`src/rtl/fifo_stream_packer_pkg.sv`:
```
// Shared types and elaboration helpers for the narrow-to-wide stream packer.
package fifo_stream_packer_pkg;

  localparam int unsigned DefaultInWidth  = 32;
  localparam int unsigned DefaultNumWords = 4;
  localparam int unsigned DefaultCntWidth = $clog2(DefaultNumWords);

  typedef logic [DefaultCntWidth-1:0] beat_idx_t;

  // A packer needs at least two beats per word, otherwise it degenerates to a wire.
  function automatic bit num_words_ok(input int unsigned num_words);
    return num_words >= 2;
  endfunction

endpackage

```
`src/rtl/fifo_stream_packer.sv`:
```
// Packs NumWords narrow valid/ready beats into one wide FIFO word (beat 0 in the LSBs).
// Define FIFO_STREAM_PACKER_LAST_EN to honour last_i and emit zero-padded partial words.
module fifo_stream_packer
  import fifo_stream_packer_pkg::*;
#(
  parameter int unsigned InWidth  = 32,
  parameter int unsigned NumWords = 4,
  parameter int unsigned OutWidth = InWidth * NumWords,
  parameter int unsigned CntWidth = $clog2(NumWords)
) (
  input  logic                clk_i,
  input  logic                rst_ni,
  input  logic                clr_i,
  input  logic [InWidth-1:0]  data_i,
  input  logic                valid_i,
  input  logic                last_i,
  output logic                ready_o,
  output logic [OutWidth-1:0] data_o,
  output logic                push_o,
  input  logic                full_i,
  output logic [CntWidth-1:0] count_o
);

  localparam logic [CntWidth-1:0] LastIdx = CntWidth'(NumWords - 1);

  logic [OutWidth-1:0] asm_q;
  logic [CntWidth-1:0] idx_q;
  logic [OutWidth-1:0] out_q;
  logic                out_valid_q;

  logic                closing;
  logic                accept;
  logic [OutWidth-1:0] merged;

`ifdef FIFO_STREAM_PACKER_LAST_EN
  assign closing = (idx_q == LastIdx) | last_i;
`else
  logic unused_last;
  assign unused_last = last_i;
  assign closing     = (idx_q == LastIdx);
`endif

  // A closing beat waits for the output register to be empty at the start of
  // the cycle; full_i is deliberately kept off this path.
  assign ready_o = ~(closing & out_valid_q);
  assign accept  = valid_i & ready_o;
  assign push_o  = out_valid_q & ~full_i;
  assign data_o  = out_q;
  assign count_o = idx_q;

  // Slices above idx_q are always zero in asm_q, so this also zero-pads partial words.
  always_comb begin
    merged = asm_q;
    for (int unsigned k = 0; k < NumWords; k++) begin
      if (idx_q == CntWidth'(k)) begin
        merged[k*InWidth +: InWidth] = data_i;
      end
    end
  end

  always_ff @(posedge clk_i or negedge rst_ni) begin
    if (!rst_ni) begin
      asm_q       <= '0;
      idx_q       <= '0;
      out_q       <= '0;
      out_valid_q <= 1'b0;
    end else if (clr_i) begin
      asm_q       <= '0;
      idx_q       <= '0;
      out_q       <= '0;
      out_valid_q <= 1'b0;
    end else begin
      if (push_o) begin
        out_valid_q <= 1'b0;
      end
      if (accept) begin
        if (closing) begin
          out_q       <= merged;
          out_valid_q <= 1'b1;
          asm_q       <= '0;
          idx_q       <= '0;
        end else begin
          asm_q <= merged;
          idx_q <= idx_q + CntWidth'(1);
        end
      end
    end
  end

`ifndef SYNTHESIS
  a_num_words: assert property (@(posedge clk_i) num_words_ok(NumWords))
    else $error("fifo_stream_packer: NumWords must be at least 2");

  a_no_push_when_full: assert property (@(posedge clk_i) disable iff (!rst_ni)
    !(push_o && full_i))
    else $error("fifo_stream_packer: push while FIFO full");

  a_data_stable_when_full: assert property (@(posedge clk_i) disable iff (!rst_ni)
    (out_valid_q && full_i && !clr_i) |=> $stable(data_o))
    else $error("fifo_stream_packer: data_o changed under backpressure");
`endif

endmodule

```
`config.mk`:
```
export PLATFORM = sky130hd
export DESIGN_NAME = fifo_stream_packer
export DESIGN_NICKNAME = d
export VERILOG_FILES = /design/src/rtl/fifo_stream_packer_pkg.sv /design/src/rtl/fifo_stream_packer.sv
export SDC_FILE = /design/constraint.sdc
export NUM_CORES = 1
export LEC_CHECK = 0
export BUFFER_PORTS_ARGS = -buffer_cell sky130_fd_sc_hd__buf_2
export CORE_ASPECT_RATIO = 1.2
export CORE_UTILIZATION = 35
export CTS_CLUSTER_DIAMETER = 30
export DETAILED_ROUTE_END_ITERATION = 8
export PLACE_DENSITY_LB_ADDON = 0.15
export SLEW_MARGIN = 20
export SYNTH_ARGS = -nofsm -noshare
export SYNTH_HDL_FRONTEND = slang
export SYNTH_SLANG_ARGS = --single-unit
```
`constraint.sdc`:
```
create_clock -name clk_i -period 4.8 [get_ports clk_i]
set_clock_uncertainty 0.2 [all_clocks]
set_input_delay 0.24 -clock clk_i [delete_from_list [all_inputs] [get_ports clk_i]]
set_output_delay 0.24 -clock clk_i [all_outputs]
set_load 0.03 [all_outputs]
```
==> impl_metrics.yaml, run 1 <==
outcome:
  status: "complete, but fails checks"
  failed_checks: "DRC"
power:
  p_per_area_nw_per_um2: 467.6
  ir_worst_vdd_uv: 367.2
  leakage_nw: 7.063
cells_and_area:
  antenna_cells: 0
  final_common_cell: "dfrtp_1"
  design_area_um2: 12640
  area_delta_synth_final_pct: 32.53
  fin_util_pct: 47.68
  drive_above_1_share_pct: 28.20
  num-nets-final: 975
  final_cell_mix: "227 x dfrtp_1, 166 x buf_2, 127 x a22o_1"
sta:
  worstMarginPinSlew_ns: 1.128
  maxSlewHeadroom_pct: 24.63
  finalSetupViolCount: 0
  drv_slew: 0
  fin_crit_ns: 2.854
  setup_tns_ns: 0
  fmax_mhz: 350.3
  min_period_over_period_pct: 59.46
  rsz0062_at_grt: "no"
  hold_violations: 0
logic_synthesis:
  syn_nets: 788
  synth_area_leaders: "dfrtp_1 60%, a22o_1 12%, mux2i_1 10%, a21o_1 7.6%, nor3_1 5.0%"
  synth_top_area_share_pct: 59.56
  ys_ff_latch: 227
  yosys.area.top_type: "dfrtp_1"
  post_synth.cell_area_avg_um2: 12.79
  synth-warning-count: 0
  ys_types: 24
  synth.cell_area_um2: 9538
  synth-seq-area-share_pct: 59.56
  syn_inst: 746
global_route:
  grt_pass1_wl_mm: 41.86
  grt_max_degree: 114
  grt_pass1_vias: 7073
  grt_overflow: 0
  grt_usage_pct: 19.02
  grt_antenna_before_repair: 1
route:
  vias_per_cell: 5.272
  antenna_left: 0
  wire_per_inst_um: 20.04
  dr.pass1.iters: 9
  wirelength_mm: 26.11
  drc: 12
  detail_route.iter0.violations: 291
  vias: 6869
critical_path:
  cp-end-kind: "flop"
  path_buf_inv: 2
  critPathTopFamily: "compound AO/OA/AOI/OAI gates"
  critPathArrivalTime_ns: 3.10
  worstSetupPathType: "flop to flop"
  startpoint_type: "flop"
  cp_max_fo: 34
  crit_slowest_cell: "a21oi_4"
  crit_path_cell_trace: "inv_1 > ha_2 > buf_4 > or2_2 > a21oi_4 > a22o_1"
  required_ns: 5.05
  slowest_delay_ns: 0.88
placed_design:
  port_buffers: 168
  placed_cell_area_um2: 10580
  post-dp-hpwl_mm: 14.03
  place_congestion: 0.6876
clock_network:
  htree_levels: 2
  cts_max_path_buffers: 3
  cts-root-buf: "clkbuf_16"
  post_cts_buffers: 0
  clock_latency_ns: 0.52
  clk_pin_slew_ns: 0.04
  cts_buffers: 48
  cts_tree: "done"
  clock-sinks: 227
floorplan:
  die_x_um: 152.7
  rows: 65
  start_util_pct: 35.97
  die-area_um2: 27920
  core_area_um2: 26510
  num_io_pins: 170
  die_h_um: 182.8
run:
  maxCapViolations: 0
worst_hold_path:
  min_path_type: "input port to flop"
==> stage by stage <==
stage | total power, mW | cells | setup WS, ns | hold WS, ns
finish | 5.911 | 1303 | 1.946 | 0.03961
global route | 6.132 | 1303 | 1.794 | 0.08562
floorplan | 2.277 | 746 | 2.693 | -0.2556
global placement | 2.440 | 1184 | 1.995 | 0.05089
detailed placement | 2.441 | 1184 | 1.924 | 0.04786
CTS | 5.983 | 1303 | 1.915 | 0.05029
==> layout make-up <==
type	instances	area [um2]
fill	2444	13870
sequential	227	5680
multi-input combinational	443	3528
clock buffer	60	1348
timing repair buffer	211	1290
tap	335	419.2
clock inverter	25	367.9
inverter	2	7.507
==> power breakdown <==
part / leakage, nW / internal (mW) / switching, mW / total [mW]
clock: 0.840 / 2.45 / 1.04 / 3.48
sequential: 3.15 / 1.97 / 0.0271 / 1.99
combinational: 3.08 / 0.153 / 0.279 / 0.432
total: 7.06 / 4.57 / 1.35 / 5.91
==> metal layers <==
layer	vias up	global-route usage (%)	part of all wire, %
li1	3160	-	-
met1	3459	26.21	45
met2	204	30.06	47
met3	44	3.875	5.7
met4	2	6.101	2.0
met5	-	0	0.046
==> cells by family after synthesis <==
| group | Yosys count | synth area share (%) |
|---|---|---|
| AOI/OAI and AO/OA | 228 | 19.62 |
| xor gates and xnor gates | 1 | 0.09184 |
| adders and majority gates | 4 | 0.5247 |
| buffers and inverters | 76 | 3.883 |
| DFF | 227 | 59.56 |
| muxes | 98 | 10.28 |
| and+or+nand+nor | 112 | 6.034 |
==> repair_timing <==
| item | CTS | global route |
|---|---|---|
| hold buffers | 34 | 0 |
| setup endpoints to repair | 0 | 0 |
| resized for setup | 0 | 0 |
| endpoints found under the hold margin | 198 | 0 |
==> worst paths after layout <==
path,to,start,depth (start not counted),slack (ns)
max,asm_q[35]$_DFFE_PN0P_,count_o[1]$_DFFE_PN0P_,6,1.95
max in group asynchronous,asm_q[22]$_DFFE_PN0P_,rst_ni,3,3.28
min reg2reg,data_o[35]$_DFFE_PN0P_,data_o[35]$_DFFE_PN0P_,1,0.26
min,count_o[0]$_DFFE_PN0P_,clr_i,2,0.04
max reg2reg,asm_q[35]$_DFFE_PN0P_,count_o[1]$_DFFE_PN0P_,6,1.95
min in group asynchronous,asm_q[43]$_DFFE_PN0P_,rst_ni,2,0.08
==> registers in the layout (all words and copies together), names as in the netlist <==
register     count
count_o          2
asm_q           96
data_o         128
out_valid_q      1
==> Yosys cell counts <==
library cell / instances
buf_6: 3
a21o_1: 96
ha_1: 4
nor3_1: 96
a21boi_1: 1
or2_2: 3
nand2_1: 2
xnor2_1: 1
dfrtp_1: 227
nor2b_1: 1
nor3b_1: 1
buf_4: 1
a21oi_1: 1
nor2b_4: 1
nor2_1: 4
clkbuf_2: 1
a22o_1: 127
clkbuf_1: 23
mux2i_1: 98
and2_1: 3
buf_2: 46
inv_1: 2
a21oi_2: 3
nand3b_1: 1
No activity file was read; power rests on OpenSTA's default activity.
==> run 2: changes to the inputs <==
==> constraint.sdc (replaced) <==
create_clock -name clk_i -period 2.42 [get_ports clk_i]
set_clock_uncertainty 0.2 [all_clocks]
set_input_delay 0.121 -clock clk_i [delete_from_list [all_inputs] [get_ports clk_i]]
set_output_delay 0.121 -clock clk_i [all_outputs]
set_load 0.03 [all_outputs]
==> run 2 against run 1 <==
Net effect:
- the flow still finishes with violations (DRC)
- clock power grew 98%
- combinational power is 110% higher
- sequential cell count did not move
- cell count is 2.3% higher
- critical path type unchanged
- largest power group unchanged
==> impl_metrics.yaml, run 2 (same netlist as run 1, synthesis figures left out) <==
outcome:
  status: "complete, but fails checks"
  failed_checks: "DRC"
sta:
  worstMarginPinSlew_ns: 0.6883
  final.setup.worst_slack_ns: 0.1632
  maxSlewHeadroom_pct: 54.01
  rsz0062_at_grt: "no"
  finalSetupViolCount: 0
  fmax_mhz: 443.1
  fin_hold_ws_ns: 0.1107
  setup_tns_ns: 0
  fin_crit_ns: 2.257
  min_period_over_period_pct: 93.26
  hold_violations: 0
  drv_slew: 0
global_route:
  busiest_layer: "met2"
  grt_util_met2_pct: 31.41
  grt_pass1_vias: 7451
  grt_antenna_before_repair: 1
  use_met1_pct: 26.04
  grt_pass1_wl_mm: 42.57
  grt_usage_pct: 19.24
  grt_overflow: 0
  grt_util_met3_pct: 3.686
  grt_max_degree: 68
clock_network:
  cts_max_path_buffers: 3
  clk_pin_slew_ns: 0.05
  cts_buffers: 48
  cts_tree: "done"
  cts-root-buf: "clkbuf_16"
  clock_latency_ns: 0.53
  htree_levels: 2
  clock-sinks: 227
critical_path:
  startpoint_type: "flop"
  cp_max_fo: 40
  ff2ff_setup_slack_ns: 0.16
  reg2reg_depth: 6
  cp-end-kind: "flop"
  cpMostUsedCell: "buf_4"
  path_buf_inv: 2
  crit_slowest_cell: "buf_4"
  critPathTopFamily: "buffers and inverters"
  crit_path_cell_trace: "ha_1 > buf_4 > nand3b_1 > buf_4 > nor3_1 > a21o_1"
  required_ns: 2.63
  r2r-start: "count_o[0]$_DFFE_PN0P_"
  crit_start: "count_o[0]$_DFFE_PN0P_"
  slowest_delay_ns: 0.48
  rr_endpoint: "data_o[67]$_DFFE_PN0P_"
  critPathArrivalTime_ns: 2.46
  worstSetupPathType: "flop to flop"
route:
  wirelength_mm: 26.37
  vias: 6986
  detail_route.iter0.violations: 284
  drc: 10
  antenna_left: 0
  dr.pass1.iters: 9
  vias_per_cell: 5.241
  wire_per_inst_um: 19.78
cells_and_area:
  final_cells: 1333
  area_delta_synth_final_pct: 35.29
  num-nets-final: 1001
  largest_reg_flops: 128
  final_common_cell: "dfrtp_1"
  drive_above_1_share_pct: 29.96
  final_cell_mix: "227 x dfrtp_1, 166 x buf_2, 127 x a22o_1"
  antenna_cells: 0
floorplan:
  die_h_um: 182.8
  rows: 65
  die_x_um: 152.7
  die-area_um2: 27920
  core_area_um2: 26510
  num_io_pins: 170
  start_util_pct: 35.97
worst_hold_path:
  min_path_type: "input port to flop"
  holdCritStartpoint: "valid_i"
  hold_path_depth: 5
  hold_end: "count_o[0]$_DFFE_PN0P_"
power:
  leakage_nw: 7.187
  switching_share_pct: 23.44
  p_int_mw: 8.987
  power_frac_comb_pct: 7.7
  sequentialPowerShare_pct: 33.7
  p_per_area_nw_per_um2: 909.7
  ir_worst_vdd_uv: 534.0
  clkPwrFrac_pct: 58.6
  p_sw_mw: 2.752
placed_design:
  place_congestion: 0.7098
  port_buffers: 168
  place_inst: 1207
  post-dp-hpwl_mm: 15.83
  post-place-ws_ns: 0.04978
run:
  maxCapViolations: 0
[run 2: per-stage QoR]
stage	power, mW	utilization [%]	instance area [um2]
6_report	11.74	48.67	12900
5_1_grt	12.15	48.67	12900
4_1_cts	11.88	48.59	12880
3_5_place_dp	4.876	40.75	10800
3_3_place_gp	4.872	40.75	10800
2_1_floorplan	4.517	-	9538
[run 2: worst max-delay path by stage]
stage	end	slack, ns	cells past startpoint
after floorplan	asm_q[10]$_DFFE_PN0P_	0.31	7
after CTS	asm_q[21]$_DFFE_PN0P_	0.001	5
final	data_o[67]$_DFFE_PN0P_	0.16	6
after global routing	data_o[38]$_DFFE_PN0P_	0.005	6
after detailed placement	asm_q[27]$_DFFE_PN0P_	0.05	5
after global placement	asm_q[22]$_DFFE_PN0P_	0.07	5
[run 2: routing by layer]
| metal | up-vias | part of all wire, % |
|---|---|---|
| met2 | 182 | 47 |
| met3 | 45 | 4.8 |
| met5 | - | 0.046 |
| met1 | 3539 | 47 |
| met4 | 2 | 1.5 |
| li1 | 3218 | - |
[run 2: worst register-to-register path: cells and delay by family, from the launching register on]
family | cells | cell delay, ns
buf+inv | 2 | 0.64
simple gates | 2 | 0.45
flops | 1 | 0.43
fa+ha+maj | 1 | 0.23
compound gates | 1 | 0.19
[run 2: area by class of cell]
cell class	instances	area (um2)
sequential	227	5680
multi-input combinational	444	3548
clock inverter	28	387.9
fill	2411	13610
timing repair buffer	236	1529
inverter	2	7.507
tap	335	419.2
clock buffer	61	1331
[run 2: power groups by stage]
stage               clock network [mW]  registers, mW  logic, mW
global placement                     0           4.01      0.861
finish                            6.88           3.96      0.904
CTS                               7.01           3.96      0.912
floorplan                            0           4.03      0.483
global route                      7.19           3.96      0.988
detailed placement                   0           4.01      0.864
[run 2: timing repair]
action / in CTS / in global routing
hold endpoints to repair: 453 / 0
gates resized for setup: 0 / 2
buffers inserted: 0 / 0
hold buffers: 36 / 0
endpoints found under the setup margin: 0 / 32
==> run 3: changes to the inputs <==
--- a/config.mk
+++ b/config.mk
@@ -6,7 +6,7 @@
 export NUM_CORES = 1
 export LEC_CHECK = 0
 export BUFFER_PORTS_ARGS = -buffer_cell sky130_fd_sc_hd__buf_2
-export CORE_ASPECT_RATIO = 1.2
+export CORE_ASPECT_RATIO = 1.5
 export CORE_UTILIZATION = 35
 export CTS_CLUSTER_DIAMETER = 30
 export DETAILED_ROUTE_END_ITERATION = 8
==> run 3 against run 2 <==
Net effect:
- the flow now finishes without violations
- register-to-register slack lost 0.02 ns
- die area is essentially flat
- critical path depth shrank 1
- critical path type unchanged
==> impl_metrics.yaml, run 3 (same netlist as run 1, synthesis figures left out) <==
route:
  wire_per_inst_um: 21.01
  wirelength_mm: 27.52
  vias: 6990
  antenna_left: 0
  drc: 0
  vias_per_cell: 5.336
  detail_route.iter0.violations: 364
  dr.pass1.iters: 4
sta:
  fin_crit_ns: 2.278
  hold_violations: 0
  setup_tns_ns: 0
  worstMarginPinSlew_ns: 0.7407
  fmax_mhz: 438.9
  final.setup.worst_slack_ns: 0.1415
  fin_hold_ws_ns: 0.2237
  min_period_over_period_pct: 94.15
  rsz0062_at_grt: "yes"
  maxSlewHeadroom_pct: 50.62
  finalSetupViolCount: 0
  drv_slew: 0
clock_network:
  cts_tree: "done"
  clock_latency_ns: 0.52
  htree_levels: 2
  clk_pin_slew_ns: 0.05
  cts_max_path_buffers: 3
  cts-root-buf: "clkbuf_16"
  clock-sinks: 227
  cts_buffers: 38
placed_design:
  post-dp-hpwl_mm: 15.93
  port_buffers: 168
  post-place-ws_ns: -0.05830
  place_congestion: 0.7094
global_route:
  grt_pass1_wl_mm: 42.65
  grt_overflow: 0
  grt_usage_pct: 20.02
  grt_max_degree: 71
  grt_antenna_before_repair: 0
  grt_pass1_vias: 7169
critical_path:
  cp-end-kind: "flop"
  crit_path_cell_trace: "ha_1 > nand3b_1 > nor2b_4 > buf_6 > a22o_1"
  crit_start: "count_o[0]$_DFFE_PN0P_"
  critPathArrivalTime_ns: 2.52
  critPathTopFamily: "simple AND/OR/NAND/NOR gates"
  ff2ff_setup_slack_ns: 0.14
  worstSetupPathType: "flop to flop"
  cp.depth: 5
  reg2reg_depth: 5
  required_ns: 2.67
  rr_endpoint: "data_o[98]$_DFFE_PN0P_"
  endpoint: "data_o[98]$_DFFE_PN0P_"
  crit_slowest_cell: "dfrtp_1"
  path_buf_inv: 1
  cp_max_fo: 52
  r2r-start: "count_o[0]$_DFFE_PN0P_"
  slowest_delay_ns: 0.43
  startpoint_type: "flop"
run:
  maxCapViolations: 0
power:
  p_int_mw: 7.636
  sequentialPowerShare_pct: 38.5
  p_per_area_nw_per_um2: 824.5
  clkPwrFrac_pct: 52.6
  ir_worst_vdd_uv: 491.5
  leakage_nw: 6.961
  power_frac_comb_pct: 8.8
  switching_share_pct: 25.52
  p_sw_mw: 2.616
floorplan:
  die-area_um2: 27930
  rows: 73
  die_h_um: 204.2
  num_io_pins: 170
  core_area_um2: 26670
  start_util_pct: 35.76
  die_x_um: 136.8
cells_and_area:
  nFillCells: 2464
  final_common_cell: "dfrtp_1"
  num-nets-final: 985
  antenna_cells: 0
  final_cell_mix: "227 x dfrtp_1, 166 x buf_2, 127 x a22o_1"
  area_delta_synth_final_pct: 30.38
  drive_above_1_share_pct: 28.37
  largest_reg_flops: 128
worst_hold_path:
  min_path_type: "input port to flop"
outcome:
  status: "finished clean"
-- run 3: cell types whose count changed in the layout (fill, tap and decap cells not counted), sizes merged, moves of 2 or more --
cell	previous run	this run
clkinv	8	13
buf	200	190
clkinvlp	7	2
a21oi	5	7
bufinv	8	3
inv	7	9
clkbuf	61	45
-- run 3: worst min-delay path: stages --
cell and delay [ns]:
dlygate4sd3_1 0.53, buf_2 0.13, nand2_1 0.05, a21oi_1 0.06
-- run 3: worst min-delay path by stage --
| stage | start | end | slack, ns | depth (start not counted) |
|---|---|---|---|---|
| finish | full_i | out_valid_q$_DFF_PN0_ | 0.22 | 4 |
| global route | full_i | out_valid_q$_DFF_PN0_ | 0.24 | 4 |
| CTS | full_i | out_valid_q$_DFF_PN0_ | 0.20 | 4 |
| detailed placement | rst_ni | data_o[121]$_DFFE_PN0P_ | -0.1 | 1 |
| global placement | rst_ni | data_o[121]$_DFFE_PN0P_ | -0.09 | 1 |
| floorplan | rst_ni | asm_q[0]$_DFFE_PN0P_ | -0.37 | 0 |
-- run 3: layout make-up --
type | instances | area (um2) | share of cell area [%]
multi-input combinational | 447 | 3588 | 28.86
inverter | 2 | 7.507 | 0.06037
clock buffer | 45 | 1027 | 8.260
clock inverter | 25 | 267.8 | 2.153
sequential | 227 | 5680 | 45.68
tap | 337 | 421.7 | 3.391
timing repair buffer | 227 | 1443 | 11.60
-- run 3: power by group through the flow --
stage	Sequential, mW	Combinational [mW]	Clock [mW]
2_1_floorplan	4.03	0.483	0
3_3_place_gp	4.01	0.839	0
3_5_place_dp	4.01	0.845	0
4_1_cts	3.95	0.921	5.49
5_1_grt	3.96	0.989	5.66
6_report	3.95	0.905	5.40
-- run 3: per-layer routing --
| metal | track usage, % | share of wire [%] | vias up |
|---|---|---|---|
| met5 | 0 | 0 | - |
| met4 | 6.672 | 2.3 | 0 |
| met3 | 3.472 | 4.6 | 49 |
| met2 | 32.78 | 49 | 195 |
| met1 | 26.68 | 44 | 3560 |
| li1 | - | - | 3186 |
-- run 3: stage by stage --
step	instance area, um2	power [mW]	utilization, %	instances
after detailed placement	10710	4.858	40.14	1199
after CTS	12420	10.37	46.57	1309
final	12440	10.25	46.63	1310
after global routing	12440	10.61	46.63	1310
after floorplan	9538	4.517	-	746
after global placement	10710	4.852	40.14	1199
-- run 3: what timing repair did --
item | 4_1_cts | 5_1_grt
endpoints found under the setup margin | 96 | 50
hold buffers | 37 | 0
resized for setup | 3 | 2
setup buffers | 0 | 0
cloned | 3 | 1
endpoints found under the hold margin | 452 | 0
pin swaps | 3 | 0
